==> src/rtl/dvp_pixel_capture_pkg.sv <==
// Shared state type and geometry helpers for the DVP capture front end.
// Geometry is per-instance, so the derived sizes are functions evaluated by the top.
package dvp_cap_pkg;

   typedef enum logic [1:0] {
      ST_IDLE,
      ST_SYNC,
      ST_ACTIVE
   } cap_state_t;

   // Output dimension after 2^s decimation.
   function automatic int out_dim(input int n, input int s);
      return n >> s;
   endfunction

   // Bits needed for a counter that must be able to hold max_val itself.
   function automatic int cnt_w(input int max_val);
      return (max_val < 2) ? 1 : $clog2(max_val + 1);
   endfunction

endpackage

==> src/rtl/dvp_pixel_capture_byte_pair.sv <==
// Pairs consecutive DVP bytes within a line into 16-bit pixels.
// The strobe fires combinationally on the cycle that presents the second byte.
module dvp_byte_pair (
   input  logic        pclk,
   input  logic        reset,
   input  logic        i_href,
   input  logic [7:0]  i_d,
   output logic        o_pix_vld,
   output logic [15:0] o_pix,
   output logic        o_phase
);

   logic       r_phase;
   logic [7:0] r_hi;

   always_ff @(posedge pclk or posedge reset) begin
      if (reset) begin
         r_phase <= 1'b0;
         r_hi    <= '0;
      end else if (!i_href) begin
         r_phase <= 1'b0;
      end else begin
         r_phase <= ~r_phase;
         if (!r_phase) r_hi <= i_d;
      end
   end

   assign o_pix_vld = i_href & r_phase;
   assign o_pix     = {r_hi, i_d};
   assign o_phase   = r_phase;

endmodule

==> src/rtl/dvp_pixel_capture.sv <==
// DVP capture: frames on VSYNC/HREF, decimates, generates linear frame-buffer
// writes and reports per-frame geometry errors.
module dvp_pixel_capture
   import dvp_cap_pkg::*;
#(
   parameter int H_ACTIVE    = 640,
   parameter int V_ACTIVE    = 480,
   parameter int DECIM_SHIFT = 0,
   parameter int ADDR_W      = 19
) (
   input  logic              pclk,
   input  logic              reset,
   input  logic              vsync,
   input  logic              href,
   input  logic [7:0]        d,
   input  logic              enable,
   output logic              wr_en,
   output logic [ADDR_W-1:0] wr_addr,
   output logic [15:0]       wr_data,
   output logic              frame_done,
   output logic              frame_err,
   output logic [7:0]        frame_cnt,
   output logic              busy
);

   localparam int OUT_W      = out_dim(H_ACTIVE, DECIM_SHIFT);
   localparam int OUT_H      = out_dim(V_ACTIVE, DECIM_SHIFT);
   localparam int OUT_PIXELS = OUT_W * OUT_H;
   localparam int XW         = cnt_w(H_ACTIVE);
   localparam int YW         = cnt_w(V_ACTIVE);
   localparam int CW         = ADDR_W + 1;

   localparam logic [XW-1:0] X_MAX   = XW'(H_ACTIVE);
   localparam logic [YW-1:0] Y_MAX   = YW'(V_ACTIVE);
   localparam logic [XW-1:0] X_MASK  = XW'((1 << DECIM_SHIFT) - 1);
   localparam logic [YW-1:0] Y_MASK  = YW'((1 << DECIM_SHIFT) - 1);
   localparam logic [CW-1:0] PIX_MAX = CW'(OUT_PIXELS);

   cap_state_t r_state, w_state_nxt;

   logic              r_vsync_d, r_href_d;
   logic [XW-1:0]     r_x;
   logic [YW-1:0]     r_y;
   logic [CW-1:0]     r_cnt;
   logic              r_err;
   logic              r_wr_en;
   logic [ADDR_W-1:0] r_wr_addr;
   logic [15:0]       r_wr_data;
   logic              r_frame_done, r_frame_err;
   logic [7:0]        r_frame_cnt;

   logic              w_pix_vld, w_phase;
   logic [15:0]       w_pix;
   logic              w_vs_rise, w_vs_fall, w_href_fall, w_active;
   logic              w_in_x, w_in_y, w_decim_ok, w_wr;
   logic              w_pix_err, w_line_err, w_eof, w_eof_err;
   logic [YW-1:0]     w_y_nxt;

   dvp_byte_pair u_pair (
      .pclk      (pclk),
      .reset     (reset),
      .i_href    (href),
      .i_d       (d),
      .o_pix_vld (w_pix_vld),
      .o_pix     (w_pix),
      .o_phase   (w_phase)
   );

   assign w_vs_rise   = vsync & ~r_vsync_d;
   assign w_vs_fall   = ~vsync & r_vsync_d;
   assign w_href_fall = ~href & r_href_d;
   assign w_active    = (r_state == ST_ACTIVE);

   assign w_in_x      = (r_x < X_MAX);
   assign w_in_y      = (r_y < Y_MAX);
   assign w_decim_ok  = ((r_x & X_MASK) == '0) && ((r_y & Y_MASK) == '0);
   assign w_wr        = w_active & w_pix_vld & w_in_x & w_in_y & w_decim_ok
                        & (r_cnt < PIX_MAX);
   assign w_pix_err   = w_active & w_pix_vld & ~(w_in_x & w_in_y);
   assign w_line_err  = w_active & w_href_fall & ((r_x != X_MAX) | w_phase);

   // y saturates at V_ACTIVE; surplus lines are caught by the pixel check.
   assign w_y_nxt     = (w_href_fall && w_in_y) ? r_y + YW'(1) : r_y;

   // A line ending in the same cycle as vsync rises is folded in first.
   assign w_eof       = w_active & w_vs_rise;
   assign w_eof_err   = r_err | w_pix_err | w_line_err | (w_y_nxt != Y_MAX) | href;

   always_ff @(posedge pclk or posedge reset) begin
      if (reset) r_state <= ST_IDLE;
      else       r_state <= w_state_nxt;
   end

   always_comb begin
      w_state_nxt = r_state;
      unique case (r_state)
         ST_IDLE:   if (w_vs_rise && enable) w_state_nxt = ST_SYNC;
         ST_SYNC:   if (w_vs_fall)           w_state_nxt = ST_ACTIVE;
         ST_ACTIVE: if (w_vs_rise)           w_state_nxt = enable ? ST_SYNC : ST_IDLE;
         default:                            w_state_nxt = ST_IDLE;
      endcase
   end

   always_ff @(posedge pclk or posedge reset) begin
      if (reset) begin
         r_vsync_d <= 1'b0;
         r_href_d  <= 1'b0;
         r_x       <= '0;
         r_y       <= '0;
         r_cnt     <= '0;
         r_err     <= 1'b0;
      end else begin
         r_vsync_d <= vsync;
         r_href_d  <= href;
         if (r_state == ST_SYNC) begin
            r_x   <= '0;
            r_y   <= '0;
            r_cnt <= '0;
            r_err <= 1'b0;
         end else if (w_active) begin
            if (w_href_fall)             r_x <= '0;
            else if (w_pix_vld && w_in_x) r_x <= r_x + XW'(1);
            r_y <= w_y_nxt;
            if (w_wr)                     r_cnt <= r_cnt + CW'(1);
            if (w_pix_err || w_line_err) r_err <= 1'b1;
         end
      end
   end

   always_ff @(posedge pclk or posedge reset) begin
      if (reset) begin
         r_wr_en      <= 1'b0;
         r_wr_addr    <= '0;
         r_wr_data    <= '0;
         r_frame_done <= 1'b0;
         r_frame_err  <= 1'b0;
         r_frame_cnt  <= '0;
      end else begin
         r_wr_en      <= w_wr;
         r_frame_done <= w_eof;
         if (w_wr) begin
            r_wr_addr <= r_cnt[ADDR_W-1:0];
            r_wr_data <= w_pix;
         end
         if (w_eof) begin
            r_frame_err <= w_eof_err;
            r_frame_cnt <= r_frame_cnt + 8'd1;
         end
      end
   end

   assign wr_en      = r_wr_en;
   assign wr_addr    = r_wr_addr;
   assign wr_data    = r_wr_data;
   assign frame_done = r_frame_done;
   assign frame_err  = r_frame_err;
   assign frame_cnt  = r_frame_cnt;
   assign busy       = (r_state != ST_IDLE);

endmodule

==> config.mk <==
export PLATFORM = sky130hd
export DESIGN_NAME = dvp_pixel_capture
export DESIGN_NICKNAME = d
export VERILOG_FILES = /design/src/rtl/dvp_pixel_capture_pkg.sv /design/src/rtl/dvp_pixel_capture_byte_pair.sv /design/src/rtl/dvp_pixel_capture.sv
export SDC_FILE = /design/constraint.sdc
export NUM_CORES = 1
export LEC_CHECK = 0
export BUFFER_PORTS_ARGS = -buffer_cell sky130_fd_sc_hd__buf_2
export CAP_MARGIN = 20
export CELL_PAD_IN_SITES_DETAIL_PLACEMENT = 1
export CELL_PAD_IN_SITES_GLOBAL_PLACEMENT = 1
export CORE_ASPECT_RATIO = 1.2
export CORE_MARGIN = 2
export CORE_UTILIZATION = 49
export DETAILED_ROUTE_END_ITERATION = 6
export GPL_TIMING_DRIVEN = 0
export PLACE_DENSITY_LB_ADDON = 0.1
export SETUP_SLACK_MARGIN = 0.3
export SLEW_MARGIN = 30
export SYNTH_ARGS = -nofsm -noshare
export SYNTH_HDL_FRONTEND = slang
export SYNTH_SLANG_ARGS = --single-unit
==> constraint.sdc <==
create_clock -name pclk -period 5 [get_ports pclk]
set_input_delay 0.5 -clock pclk [delete_from_list [all_inputs] [get_ports pclk]]
set_output_delay 0.5 -clock pclk [all_outputs]
set_load 0.05 [all_outputs]
## Word level (Yosys, flattened, before mapping)

Index checks and enable logic that the tools add are counted.
W data, S select, Z words.

| word-level totals | value |
|---|---|
| memories | 0 |
| ROM bits | 0 |
| latch bits | 0 |
| register bits | 99 |
| RAM bits | 0 |

| cells by class | value |
|---|---|
| eq/ne operators | 7 |
| reduce and logical (&&, ||, !) cells | 15 |
| magnitude comparators | 3 |
| $mul | 0 |
| shift operators | 0 |
| bitwise operators | 23 |
| multiplexer cells | 19 |
| add/subtract/negate cells | 4 |
| divide/modulo/power cells | 0 |

Operator list:

| operator | count |
|---|---|
| $mux W20 | 3 |
| $mux W10 | 4 |
| $mux W9 | 3 |
| $add A20 B1 Y20 const B | 1 |
| $lt A20 B19 Y1 const B | 1 |
| $and A1 B1 Y1 | 13 |
| $add A10 B1 Y10 const B | 1 |
| $lt A10 B10 Y1 const B | 1 |
| $ne A10 B10 Y1 const B | 1 |
| $add A9 B1 Y9 const B | 1 |
| $lt A9 B9 Y1 const B | 1 |
| $ne A9 B9 Y1 const B | 1 |
| $add A8 B1 Y8 const B | 1 |
| $reduce_and A2 Y1 | 4 |
| $reduce_bool A2 Y1 | 4 |
| $mux W2 | 3 |
| $ne A2 B2 Y1 const B | 3 |
| $pmux W2 S3 | 1 |
| $mux W1 | 5 |
| $not A1 Y1 | 5 |
| $or A1 B1 Y1 | 5 |
| $logic_and A1 B1 Y1 | 3 |
| $reduce_and A3 Y1 | 1 |
| $reduce_bool A3 Y1 | 1 |
| 4 further kinds | 4 |

## Longest topological paths before layout

Gate-level depths: netlist (run 1).

| depth | value |
|---|---|
| word-level depth | 8 |
| depth in mapped cells | 8 |
| gate-level depth less buffers | 8 |

## Hierarchy

Synthesis (run 1) repeated with hierarchy kept, for this count alone.

| second synthesis, totals | value |
|---|---|
| cell total of the unflattened synthesis | 496 |
| area total of the unflattened synthesis | 4874.7 um^2 |

Modules (own cells, without submodules):

| module | cells an instance | area an instance (um^2) | times used |
|---|---|---|---|
| dvp_pixel_capture | 467 | 4433.0 | 1 |
| dvp_byte_pair | 29 | 441.7 | 1 |

## Worst setup path after synthesis (run 1)

Ideal clock, no wire load.

| timing path | value |
|---|---|
| path kind | register -> register |
| from | register r_x[0] |
| to | register r_frame_err, in the netlist frame_err |
| data required time | 4.864 ns |
| setup time | 0.136 ns |
| data arrival time | 1.930 ns |
| cell stages (with the launch flop) | 8 |
| path slack | 2.934 ns |
| buffers on the path | 0 |
| clock period less this slack | 2.066 ns |
| path through | dfrtp_1 -> inv_1 -> ha_1 -> or4b_1 -> o311a_1 -> or4_1 -> nor4_1 -> a31oi_1 |

| between the ends | value |
|---|---|
| longest elaborated chain between the ends | 8 |

RTL lines:

| what | line | RTL |
|---|---|---|
| start, declared | dvp_pixel_capture.sv:42 | `logic [XW-1:0] r_x;` |
| start signal, assigned | dvp_pixel_capture.sv:122 | `else if (w_pix_vld && w_in_x) r_x <= r_x + XW'(1);` |
| $lt A10 B10 Y1 | dvp_pixel_capture.sv:74 | `assign w_in_x = (r_x < X_MAX);` |
| $and A1 B1 Y1 | dvp_pixel_capture.sv:79 | `assign w_pix_err = w_active & w_pix_vld & ~(w_in_x & w_in_y);` |
| $not A1 Y1 | dvp_pixel_capture.sv:79 |  |
| $and A1 B1 Y1 | dvp_pixel_capture.sv:79 |  |
| $or A1 B1 Y1 | dvp_pixel_capture.sv:87 | `assign w_eof_err = r_err \| w_pix_err \| w_line_err \| (w_y_nxt != Y_MAX) \| href;` |
| $or A1 B1 Y1 (*) (3 in series) | dvp_pixel_capture.sv:87 |  |
| end signal, assigned | dvp_pixel_capture.sv:146 | `r_frame_err <= w_eof_err;` |
| end, declared | dvp_pixel_capture.sv:49 | `logic r_frame_done, r_frame_err;` |

Mark *: on every way between the ends. The rest lies on a longest branch, timed or not.
A chain may end at the register's enable or synchronous reset.

## Final worst setup path (run 1)

| timing path | value |
|---|---|
| from | register r_state[0] |
| to | register r_cnt[5] |

| between the ends | value |
|---|---|
| longest elaborated chain between the ends | 7 |

RTL lines:

| what | line | RTL |
|---|---|---|
| start, declared | dvp_pixel_capture.sv:39 | `cap_state_t r_state, w_state_nxt;` |
| start signal, assigned | dvp_pixel_capture.sv:91 | `else r_state <= w_state_nxt;` |
| $eq A2 B2 Y1 | dvp_pixel_capture.sv:72 | `assign w_active = (r_state == ST_ACTIVE);` |
| $and A1 B1 Y1 (3 in series) | dvp_pixel_capture.sv:77 | `assign w_wr = w_active & w_pix_vld & w_in_x & w_in_y & w_decim_ok` |
| $and A1 B1 Y1 | dvp_pixel_capture.sv:78 | `& (r_cnt < PIX_MAX);` |
| $reduce_bool A2 Y1 (no source line) | n/a |  |
| $reduce_and A2 Y1 (no source line) | n/a |  |
| end signal, assigned | dvp_pixel_capture.sv:124 | `if (w_wr) r_cnt <= r_cnt + CW'(1);` |
| end, declared | dvp_pixel_capture.sv:44 | `logic [CW-1:0] r_cnt;` |

Several ways; a longest one is shown, not always the timed one.

==> results of run 1 <==
per-stage QoR:
step / hold WS [ps] / setup slack, ps / power [mW] / cells / cell area (um2)
2_1_floorplan: 457 / 1910 / 2.09 / 420 / 4660
3_3_place_gp: 460 / 706 / 2.42 / 602 / 5110
3_5_place_dp: 472 / 2410 / 2.47 / 603 / 5150
4_1_cts: 211 / 2420 / 3.20 / 619 / 5450
5_1_grt: 231 / 2180 / 3.37 / 619 / 5450
6_report: 193 / 2350 / 3.19 / 619 / 5450
how the worst max path moves through the flow:
| stage | slack (ps) | start | cells after the start | end |
|---|---|---|---|---|
| CTS | 2420 | r_state[0] | 7 | r_cnt[5] |
| global placement | 710 | reset | 2 | r_y[4] |
| detailed placement | 2410 | r_state[0] | 7 | r_cnt[3] |
| finish | 2350 | r_state[0] | 7 | r_cnt[5] |
| global route | 2180 | r_state[1] | 6 | r_cnt[9] |
| floorplan | 1910 | reset | 1 | frame_cnt[0] |
kinds of logic (layout without fill, tap and decap cells):
kind of cell             count (synthesis)  in the layout
flip-flops                              99             99
XOR/XNOR                                12             12
buffers and inverters                   33            109
multiplexers                            50             50
AND/OR/NAND/NOR                        138            138
adder cells (fa/ha/maj)                  9              9
AO/OA/AOI/OAI                           79             79
layer usage:
metal	share of wire (%)	track usage (%)	up-vias
li1	-	-	1699
met1	45	32.4	1864
met2	50	40.5	70
met3	2.9	3.13	24
met4	2.7	11.0	0
met5	0	0	-
power groups by stage:
stage	logic [mW]	registers (mW)	clock network (mW)
after CTS	1.32	1.15	0.736
after global placement	1.27	1.15	0
final	1.31	1.15	0.724
after global routing	1.42	1.18	0.768
after detailed placement	1.31	1.16	0
after floorplan	0.603	1.48	0
cell usage in the layout, fill, tap and decap left out, drive strengths merged, types with 5 or more instances in the layout:
master / netlist / final
buf: 6 / 66
nand3: 22 / 22
ha: 9 / 9
xnor2: 7 / 7
and3: 6 / 6
nand2: 30 / 30
dfrtp: 99 / 99
a31oi: 6 / 6
mux2i: 7 / 7
a21oi: 17 / 17
clkbuf: 7 / 16
inv: 19 / 22
xor2: 5 / 5
mux2: 43 / 43
nor3: 9 / 9
nor2: 25 / 25
o31ai: 5 / 5
nand4: 9 / 9
o21ai: 21 / 21
state kept, by name, summed over array words and instances, names as in the netlist:
| register | count |
|---|---|
| frame_cnt | 8 |
| frame_done | 1 |
| frame_err | 1 |
| r_cnt | 20 |
| r_err | 1 |
| r_href_d | 1 |
| r_state | 2 |
| r_vsync_d | 1 |
| r_x | 10 |
| r_y | 9 |
| u_pair.o_phase | 1 |
| u_pair.r_hi | 8 |
| wr_addr | 19 |
| wr_data | 16 |
| wr_en | 1 |
layout make-up:
type,instances,area [um2],area share [%]
Buffer,13,62.6,1.15
Clock buffer,9,225,4.13
Clock inverter,7,82.6,1.51
Inverter,20,80.1,1.47
Multi-Input combinational cell,288,2050,37.6
Sequential cell,99,2480,45.4
Tap cell,123,154,2.82
Timing Repair Buffer,60,323,5.92
==> flow_metrics.py, run 1 <==
metrics = {
    "power_and_ir_drop": {
        "internal_power_mw": 1.76,
        "combinationalPowerShare_pct": 41.2,
        "ir_drop_uv": 354,
        "power_density_nw_per_um2": 584,
        "seqPwrFrac_pct": 36.1,
        "power.leakage_nw": 2.56,
        "swShare_pct": 44.8,
        "clock_power_share_pct": 22.7,
        "p_switching_mw": 1.43,
    },
    "synth": {
        "synth_top_area_share_pct": 53.1,
        "synth_mux_area_share_pct": 11.9,
        "yosysMostFrequentCell": "dfrtp_1",
        "seq_area_frac_synth_pct": 53.1,
        "syn-cell-area_um2": 4660,
        "synth_edf_count": 0,
        "ys_types": 57,
        "ys_top_cells_by_area": "dfrtp_1 53%, mux2_2 10%, ha_1 2.4%",
        "synthArstFlopShare_pct": 100,
        "synth_xor_area_share_pct": 2.25,
        "synth-seq-cells": 99,
        "synth_top_family_by_area": "simple AND/OR/NAND/NOR gates",
        "syn_nets": 442,
        "syn_area_per_cell_um2": 11.1,
        "synth-compound-area-share_pct": 11.2,
        "synth_fa_ha_area_share_pct": 2.41,
        "yosys_warnings": 0,
        "synthFlopType": "dfrtp_1",
        "netlist_top_cells_count": "99 x dfrtp_1, 43 x mux2_2, 29 x nand2_1, 25 x nor2_1, 22 x nand3_1",
        "yosys.area.top_type": "dfrtp_1",
        "yosys.area_share.simple_pct": 16.2,
        "synth_cells": 420,
    },
    "global_route": {
        "grt_pass1_vias": 3969,
        "grt_max_degree": 54,
        "grt_pass1_wl_um": 20100,
        "grtUsageTotal_pct": 24.6,
        "grt_overflow_total": 0,
        "antenna_found_initial": 0,
    },
    "drt": {
        "vias": 3657,
        "via_per_inst": 5.91,
        "remaining_drc_errors": 0,
        "routedWlPerCell_um": 18.8,
        "drtPass1Iterations": 4,
        "ant_nets": 0,
        "drt_wl_total_um": 11600,
        "drt-initial-drc-count": 177,
    },
    "critical_path": {
        "r2r_end": "r_cnt[5]",
        "crit_path_cell_trace": "inv_1 -> ha_1 -> inv_1 -> clkbuf_1 -> clkbuf_1 -> nand2_1 -> o311ai_0",
        "crit_type": "reg -> reg",
        "slowest_delay_ps": 550,
        "r2r-start": "r_state[0]",
        "arrival_ps": 2870,
        "cp_max_fo": 10,
        "crit_family": "buffers and inverters",
        "reg2reg_depth": 7,
        "crit_buf_inv": 4,
        "start_kind": "flop",
        "regToRegSetupSlack_ps": 2350,
        "cp_slowest_cell": "clkbuf_1",
        "end_kind": "flop",
        "critPathRequiredTime_ps": 5220,
    },
    "clock_network": {
        "cts_hold_buf": 0,
        "cts_tree": "done",
        "cts_setup_buffers": 0,
        "cts-root-buf": "clkbuf_16",
        "path_clk_slew_ps": 70,
        "clkLatencyLatePin_ps": 350,
        "cts.sinks": 99,
        "cts_made_buffers": 9,
        "cts-resized-gates": 0,
        "clockBufferDepth": 2,
        "htree_levels": 3,
    },
    "sta": {
        "drv_slew": 0,
        "skew_ps": 9.62,
        "grt_setup_unrepaired": "false",
        "period_share_pct": 53.0,
        "worst_pin_slew_ps": 747,
        "finalCriticalPeriod_ps": 2650,
        "fmax_ghz": 0.377,
        "hold_violations": 0,
        "maxSlewHeadroom_pct": 49.8,
        "timing.setup.tns_ps": 0,
        "setup_viol": 0,
    },
    "finish": {
        "drive_gt1_share_pct": 26.6,
        "fin_nets": 513,
        "utilization_pct": 58.2,
        "fillerInstances": 1030,
        "syn2layout_area_growth_pct": 16.9,
        "antenna_cells": 0,
    },
    "job": {
        "maxCapViolCount": 0,
    },
    "floorplan": {
        "core_region_area_um2": 9370,
        "rows": 39,
        "die_w_um": 93.1,
        "io_pins": 60,
        "die_area_um2": 10300,
        "dieHeight_um": 111,
        "start_util_pct": 49.8,
    },
    "placement": {
        "routabilityCongestion": 0.856,
        "post-dp-hpwl_um": 8160,
        "io_buffer_count": 59,
    },
    "worst_hold_path": {
        "min_path_type": "in -> async",
    },
    "outcome": {
        "status": "complete, no violations",
    },
}
Power figures use the tool's default switching activity.
==> run 2: changes to the inputs <==
CORE_UTILIZATION = 41   (was 49)
clock period = 2.25 ns   (was 5 ns; I/O delays follow)
==> run 2 against run 1 <==
Worst hold slack worse by 170 ps. Sequential share of layout area shrank 6.7 points. Combinational power grew to 2.9 times the previous value. Clock skew decreased by 1.2 ps. Power grew 150%.
==> flow_metrics.py, run 2 (same netlist as run 1, synthesis figures left out) <==
metrics = {
    "finish": {
        "utilization_pct": 57.8,
        "largest_reg_flops": 20,
        "fin_nets": 562,
        "syn2layout_area_growth_pct": 37.3,
        "final_cell_mix": "95 x dfrtp_1, 59 x buf_2, 36 x buf_4",
        "top_register": "r_cnt",
        "antenna_cells": 0,
        "drive_gt1_share_pct": 42.0,
        "layout_commonest_cell": "dfrtp_1",
    },
    "drt": {
        "vias": 3850,
        "ant_nets": 0,
        "remaining_drc_errors": 0,
        "via_per_inst": 5.51,
        "drt-initial-drc-count": 171,
        "routedWlPerCell_um": 19.2,
        "drt_wl_total_um": 13400,
        "drtPass1Iterations": 5,
    },
    "sta": {
        "maxSlewHeadroom_pct": 60.0,
        "finalCriticalPeriod_ps": 2160,
        "setup_viol": 0,
        "grt_setup_unrepaired": "true",
        "worst_slack_ps": 87.2,
        "skew_ps": 8.37,
        "worst_pin_slew_ps": 599,
        "hold_violations": 0,
        "drv_slew": 0,
        "timing.hold.ws_ps": 26.5,
        "fmax_ghz": 0.462,
        "period_share_pct": 96.1,
    },
    "clock_network": {
        "cts.sinks": 99,
        "clockBufferDepth": 2,
        "htree_levels": 3,
        "cts_tree": "done",
        "path_clk_slew_ps": 60,
        "cts_made_buffers": 9,
        "cts-root-buf": "clkbuf_16",
        "clkLatencyLatePin_ps": 350,
    },
    "floorplan": {
        "start_util_pct": 42.1,
        "die_w_um": 101,
        "die_area_um2": 12200,
        "dieHeight_um": 121,
        "core_region_area_um2": 11100,
        "rows": 42,
        "io_pins": 60,
    },
    "critical_path": {
        "crit_type": "reg -> reg",
        "slowest_delay_ps": 540,
        "reg2reg_depth": 5,
        "crit_path_cell_trace": "or4b_1 -> o311a_1 -> or4_4 -> nor4_4 -> a31oi_1",
        "end_kind": "flop",
        "critPathRequiredTime_ps": 2470,
        "cp_max_fo": 5,
        "arrival_ps": 2390,
        "start_kind": "flop",
        "cp_slowest_cell": "or4b_1",
    },
    "placement": {
        "post-dp-hpwl_um": 8460,
        "routabilityCongestion": 0.847,
        "io_buffer_count": 59,
        "dpl_worst_slack_ps": -459,
    },
    "global_route": {
        "grt_pass1_wl_um": 20900,
        "grt_overflow_total": 0,
        "grt_pass1_vias": 4014,
        "antenna_found_initial": 0,
        "grtUsageTotal_pct": 22.2,
        "met2_usage_pct": 37.1,
        "use_met3_pct": 4.45,
        "grt_max_degree": 32,
        "top_usage_layer": "met2",
        "grt_use_met1_pct": 28.7,
    },
    "power_and_ir_drop": {
        "p_switching_mw": 3.44,
        "combinationalPowerShare_pct": 48.3,
        "seqPwrFrac_pct": 32.8,
        "swShare_pct": 43.9,
        "clock_power_share_pct": 18.8,
        "ir_drop_uv": 680,
        "p_total_mw": 7.84,
        "power.leakage_nw": 2.95,
        "internal_power_mw": 4.40,
        "power_density_nw_per_um2": 1220,
    },
    "job": {
        "maxCapViolCount": 0,
    },
    "worst_hold_path": {
        "min_path_type": "in -> reg",
        "hold_depth": 1,
    },
    "outcome": {
        "status": "complete, no violations",
    },
}
## run 2: cell types whose count changed in the layout (fill, tap and decap cells not counted), sizes merged
cell / delta
inv: -6
clkbuf: +5
dlygate4sd3: +1
clkinvlp: +4
clkinv: +2
buf: +44
bufinv: -1
## run 2: critical path: cells and delay by family, from the launching register on
family | cells | cell delay [ps]
AND/OR/NAND/NOR | 3 | 1120
AO/OA/AOI/OAI | 2 | 510
flip-flops | 1 | 410
## run 2: area by class of cell
class | count | area (um2)
repair inverters | 1 | 16.3
inverters | 20 | 96.3
clock inverters | 5 | 38.8
repair buffers | 108 | 801
fillers | 1193 | 4680
well taps | 154 | 193
plain buffers | 13 | 139
multi-input cells | 288 | 2390
flip-flops and latches | 99 | 2480
clock buffers | 11 | 243
## run 2: worst paths after layout
kind                                endpoint    startpoint  slack, ps
worst min-delay path               r_vsync_d         vsync         30
worst max-delay path               frame_err        r_x[4]         90
max in group asynchronous             r_x[9]         reset       1050
min in group asynchronous        wr_addr[12]         reset        490
worst max register to register     frame_err        r_x[4]         90
worst min register to register  frame_cnt[7]  frame_cnt[7]        460
## run 2: per-stage QoR
stage	TNS (ps)	area, um2	cells
4_1_cts	0	6060	681
5_1_grt	0	6400	699
2_1_floorplan	0	4800	420
6_report	0	6400	699
3_5_place_dp	-14440	5350	636
3_3_place_gp	-10550	5290	633
## run 2: per-layer routing
metal / vias to the layer above / wire [um]
met5: - / 0
met4: 0 / 278
met3: 19 / 589
met2: 88 / 6780
met1: 1967 / 5770
li1: 1776 / -
## run 2: what timing repair did
item | 4_1_cts | 5_1_grt
pin swaps | 11 | 16
resized for setup | 49 | 53
buffers inserted | 27 | 15
setup endpoints to repair | 80 | 61
hold endpoints to repair | 23 | 0
cloned | 1 | 3
hold buffers | 1 | 0
## run 2: power groups by stage
stage	sequential (mW)	clock (mW)	combinational, mW
after floorplan	3.31	0	1.45
after global placement	2.57	0	2.96
after detailed placement	2.60	0	3.06
after CTS	2.56	1.51	3.57
after global routing	2.64	1.59	4.06
final	2.57	1.48	3.79
==> run 3: changes to the inputs <==
CAP_MARGIN = not set   (was 20)
SYNTH_HIERARCHICAL = 1   (was not set)
==> run 3 against run 2 <==
Clock-buffer cell count did not move. Clock skew down 0.53 ps. Die area grew 4.3%. Critical path depth up 1. Highest routed layer unchanged. Clock power up 17%. Largest power group unchanged.
==> flow_metrics.py, run 3 <==
metrics = {
    "outcome": {
        "status": "complete, no violations",
    },
    "sta": {
        "skew_ps": 7.84,
        "worst_pin_slew_ps": 470,
        "timing.hold.ws_ps": 40.0,
        "setup_viol": 0,
        "maxSlewHeadroom_pct": 68.6,
        "drv_slew": 0,
        "fmax_ghz": 0.518,
        "finalCriticalPeriod_ps": 1930,
        "period_share_pct": 85.8,
        "worst_slack_ps": 319,
        "grt_setup_unrepaired": "true",
        "hold_violations": 0,
    },
    "drt": {
        "drt_wl_total_um": 13600,
        "routedWlPerCell_um": 17.7,
        "via_per_inst": 5.36,
        "vias": 4123,
        "remaining_drc_errors": 0,
        "drtPass1Iterations": 4,
        "ant_nets": 0,
        "drt-initial-drc-count": 122,
    },
    "placement": {
        "dp.cells": 716,
        "dpl_worst_slack_ps": -448,
        "post-dp-hpwl_um": 9220,
        "io_buffer_count": 59,
        "routabilityCongestion": 0.806,
    },
    "critical_path": {
        "reg2reg_depth": 6,
        "crit_path_cell_trace": "a21o_1 -> a211oi_4 -> buf_4 -> o211ai_4 -> or4_1 -> a21oi_1",
        "start_kind": "flop",
        "arrival_ps": 2210,
        "r2r_end": "r_cnt[9]",
        "crit_type": "reg -> reg",
        "slowest_delay_ps": 460,
        "critPathRequiredTime_ps": 2520,
        "r2r-start": "r_cnt[12]",
        "cp-startpoint": "r_cnt[12]",
        "cp_max_fo": 6,
        "regToRegSetupSlack_ps": 320,
        "cp_slowest_cell": "dfrtp_2",
        "crit_path_end": "r_cnt[9]",
        "end_kind": "flop",
    },
    "global_route": {
        "grtUsageTotal_pct": 21.5,
        "grt_pass1_wl_um": 21800,
        "grt_overflow_total": 0,
        "antenna_found_initial": 0,
        "grt_max_degree": 26,
        "grt_pass1_vias": 4223,
    },
    "finish": {
        "syn2layout_area_growth_pct": 32.0,
        "fin_nets": 629,
        "top_register": "r_cnt",
        "layout_commonest_cell": "nand2_1",
        "fillerInstances": 1297,
        "drive_gt1_share_pct": 33.2,
        "largest_reg_flops": 20,
        "utilization_pct": 55.6,
        "antenna_cells": 0,
        "final_cells": 769,
        "final_cell_mix": "119 x nand2_1, 92 x dfrtp_1, 63 x buf_2",
    },
    "job": {
        "maxCapViolCount": 0,
    },
    "clock_network": {
        "cts_made_buffers": 9,
        "cts_tree": "done",
        "cts-root-buf": "clkbuf_16",
        "htree_levels": 3,
        "path_clk_slew_ps": 70,
        "cts.sinks": 99,
        "clkLatencyLatePin_ps": 350,
        "clockBufferDepth": 2,
    },
    "synth": {
        "synth-seq-cells": 99,
        "synth_top_family_by_area": "simple AND/OR/NAND/NOR gates",
        "syn_area_per_cell_um2": 9.83,
        "synth_xor_area_share_pct": 2.52,
        "yosys.area.top_type": "dfrtp_1",
        "yosys_warnings": 6,
        "ys_types": 66,
        "yosys.area_share.simple_pct": 21.7,
        "synth_top_area_share_pct": 50.8,
        "synthFlopType": "dfrtp_1",
        "syn_nets": 518,
        "seq_area_frac_synth_pct": 50.8,
        "netlist_top_cells_count": "121 x nand2_1, 99 x dfrtp_1, 27 x nor2_1, 19 x inv_1",
        "synth-compound-area-share_pct": 13.3,
        "yosysMostFrequentCell": "nand2_1",
        "synth_edf_count": 0,
        "syn-cell-area_um2": 4870,
        "synth_fa_ha_area_share_pct": 2.31,
        "ys_top_cells_by_area": "dfrtp_1 51%, nand2_1 9.3%, mux2_4 2.5%",
        "synth_mux_area_share_pct": 4.80,
        "synth_cells": 496,
        "synthArstFlopShare_pct": 100,
    },
    "floorplan": {
        "start_util_pct": 42.1,
        "rows": 43,
        "die_w_um": 104,
        "die_area_um2": 12800,
        "dieHeight_um": 123,
        "io_pins": 60,
        "core_region_area_um2": 11600,
    },
    "worst_hold_path": {
        "min_path_type": "in -> reg",
        "hp-start": "vsync",
    },
    "power_and_ir_drop": {
        "power.leakage_nw": 3.05,
        "ir_drop_uv": 558,
        "power_density_nw_per_um2": 1260,
    },
}
-- run 3: cell count changes after synthesis, sizes merged, moves of 4 or more --
cell     change
nand4        +5
a31oi        -5
o21ai        -5
buf         +11
nand3        -7
nand2       +91
a2111oi      +4
xnor2        +5
mux2        -32
-- run 3: report_power, final --
part	switching (mW)	internal (mW)
clock network	0.689	1.04
registers	0.326	2.14
logic	2.43	1.45
total	3.44	4.63
-- run 3: worst max-delay path, delay by kind of cell (launching register included) --
family	cells	cell delay, ps
and+or+nand+nor	1	410
DFF	1	460
AOI/OAI and AO/OA	4	810
buffers and inverters	1	180
-- run 3: layout make-up --
cell class,instances,area [um2],share of cell area (%)
Clock buffer,11,253,3.93
Timing Repair Buffer,100,706,11.0
Inverter,20,86.3,1.34
Clock inverter,5,85.1,1.32
Buffer,26,209,3.25
Sequential cell,99,2490,38.6
Multi-Input combinational cell,351,2410,37.5
Tap cell,157,196,3.05
-- run 3: cells by family (layout without fill, tap and decap cells) --
| group | count (synthesis) | in the layout |
|---|---|---|
| XOR/XNOR | 14 | 14 |
| flip-flops | 99 | 99 |
| AND/OR/NAND/NOR | 226 | 226 |
| adder cells (fa/ha/maj) | 9 | 9 |
| buffers and inverters | 46 | 162 |
| multiplexers | 19 | 19 |
| AO/OA/AOI/OAI | 83 | 83 |
-- run 3: repair_timing --
action                                 in CTS  in global routing
hold buffers                                1                  0
endpoints found under the hold margin      15                  0
gates cloned                                1                  1
pin swaps                                   4                 24
buffers inserted                           10                 24
gates resized for setup                    31                 58
setup endpoints to repair                  74                 63
-- run 3: worst min path at each step --
stage	endpoint	cells after the start	slack [ps]
after detailed placement	r_cnt[19]	2	200
after global placement	u_pair/r_hi[0]	2	240
final	r_vsync_d	1	40
after floorplan	u_pair/o_phase	1	50
after CTS	r_vsync_d	1	30
after global routing	r_vsync_d	1	30
-- run 3: metal layers --
layer / global-route usage, % / vias up / wire, um
met5: 0 / - / 0
met4: 8.02 / 0 / 245
met3: 3.43 / 17 / 440
met2: 38.7 / 63 / 7140
met1: 26.3 / 2086 / 5790
li1: - / 1957 / -
-- run 3: per-stage QoR --
| step | setup TNS [ps] | cell area [um2] | total power, mW |
|---|---|---|---|
| final | 0 | 6440 | 8.08 |
| after global routing | 0 | 6440 | 8.51 |
| after CTS | 0 | 6010 | 7.38 |
| after detailed placement | -5580 | 5470 | 5.34 |
| after global placement | -3890 | 5370 | 5.22 |
| after floorplan | 0 | 4880 | 4.46 |
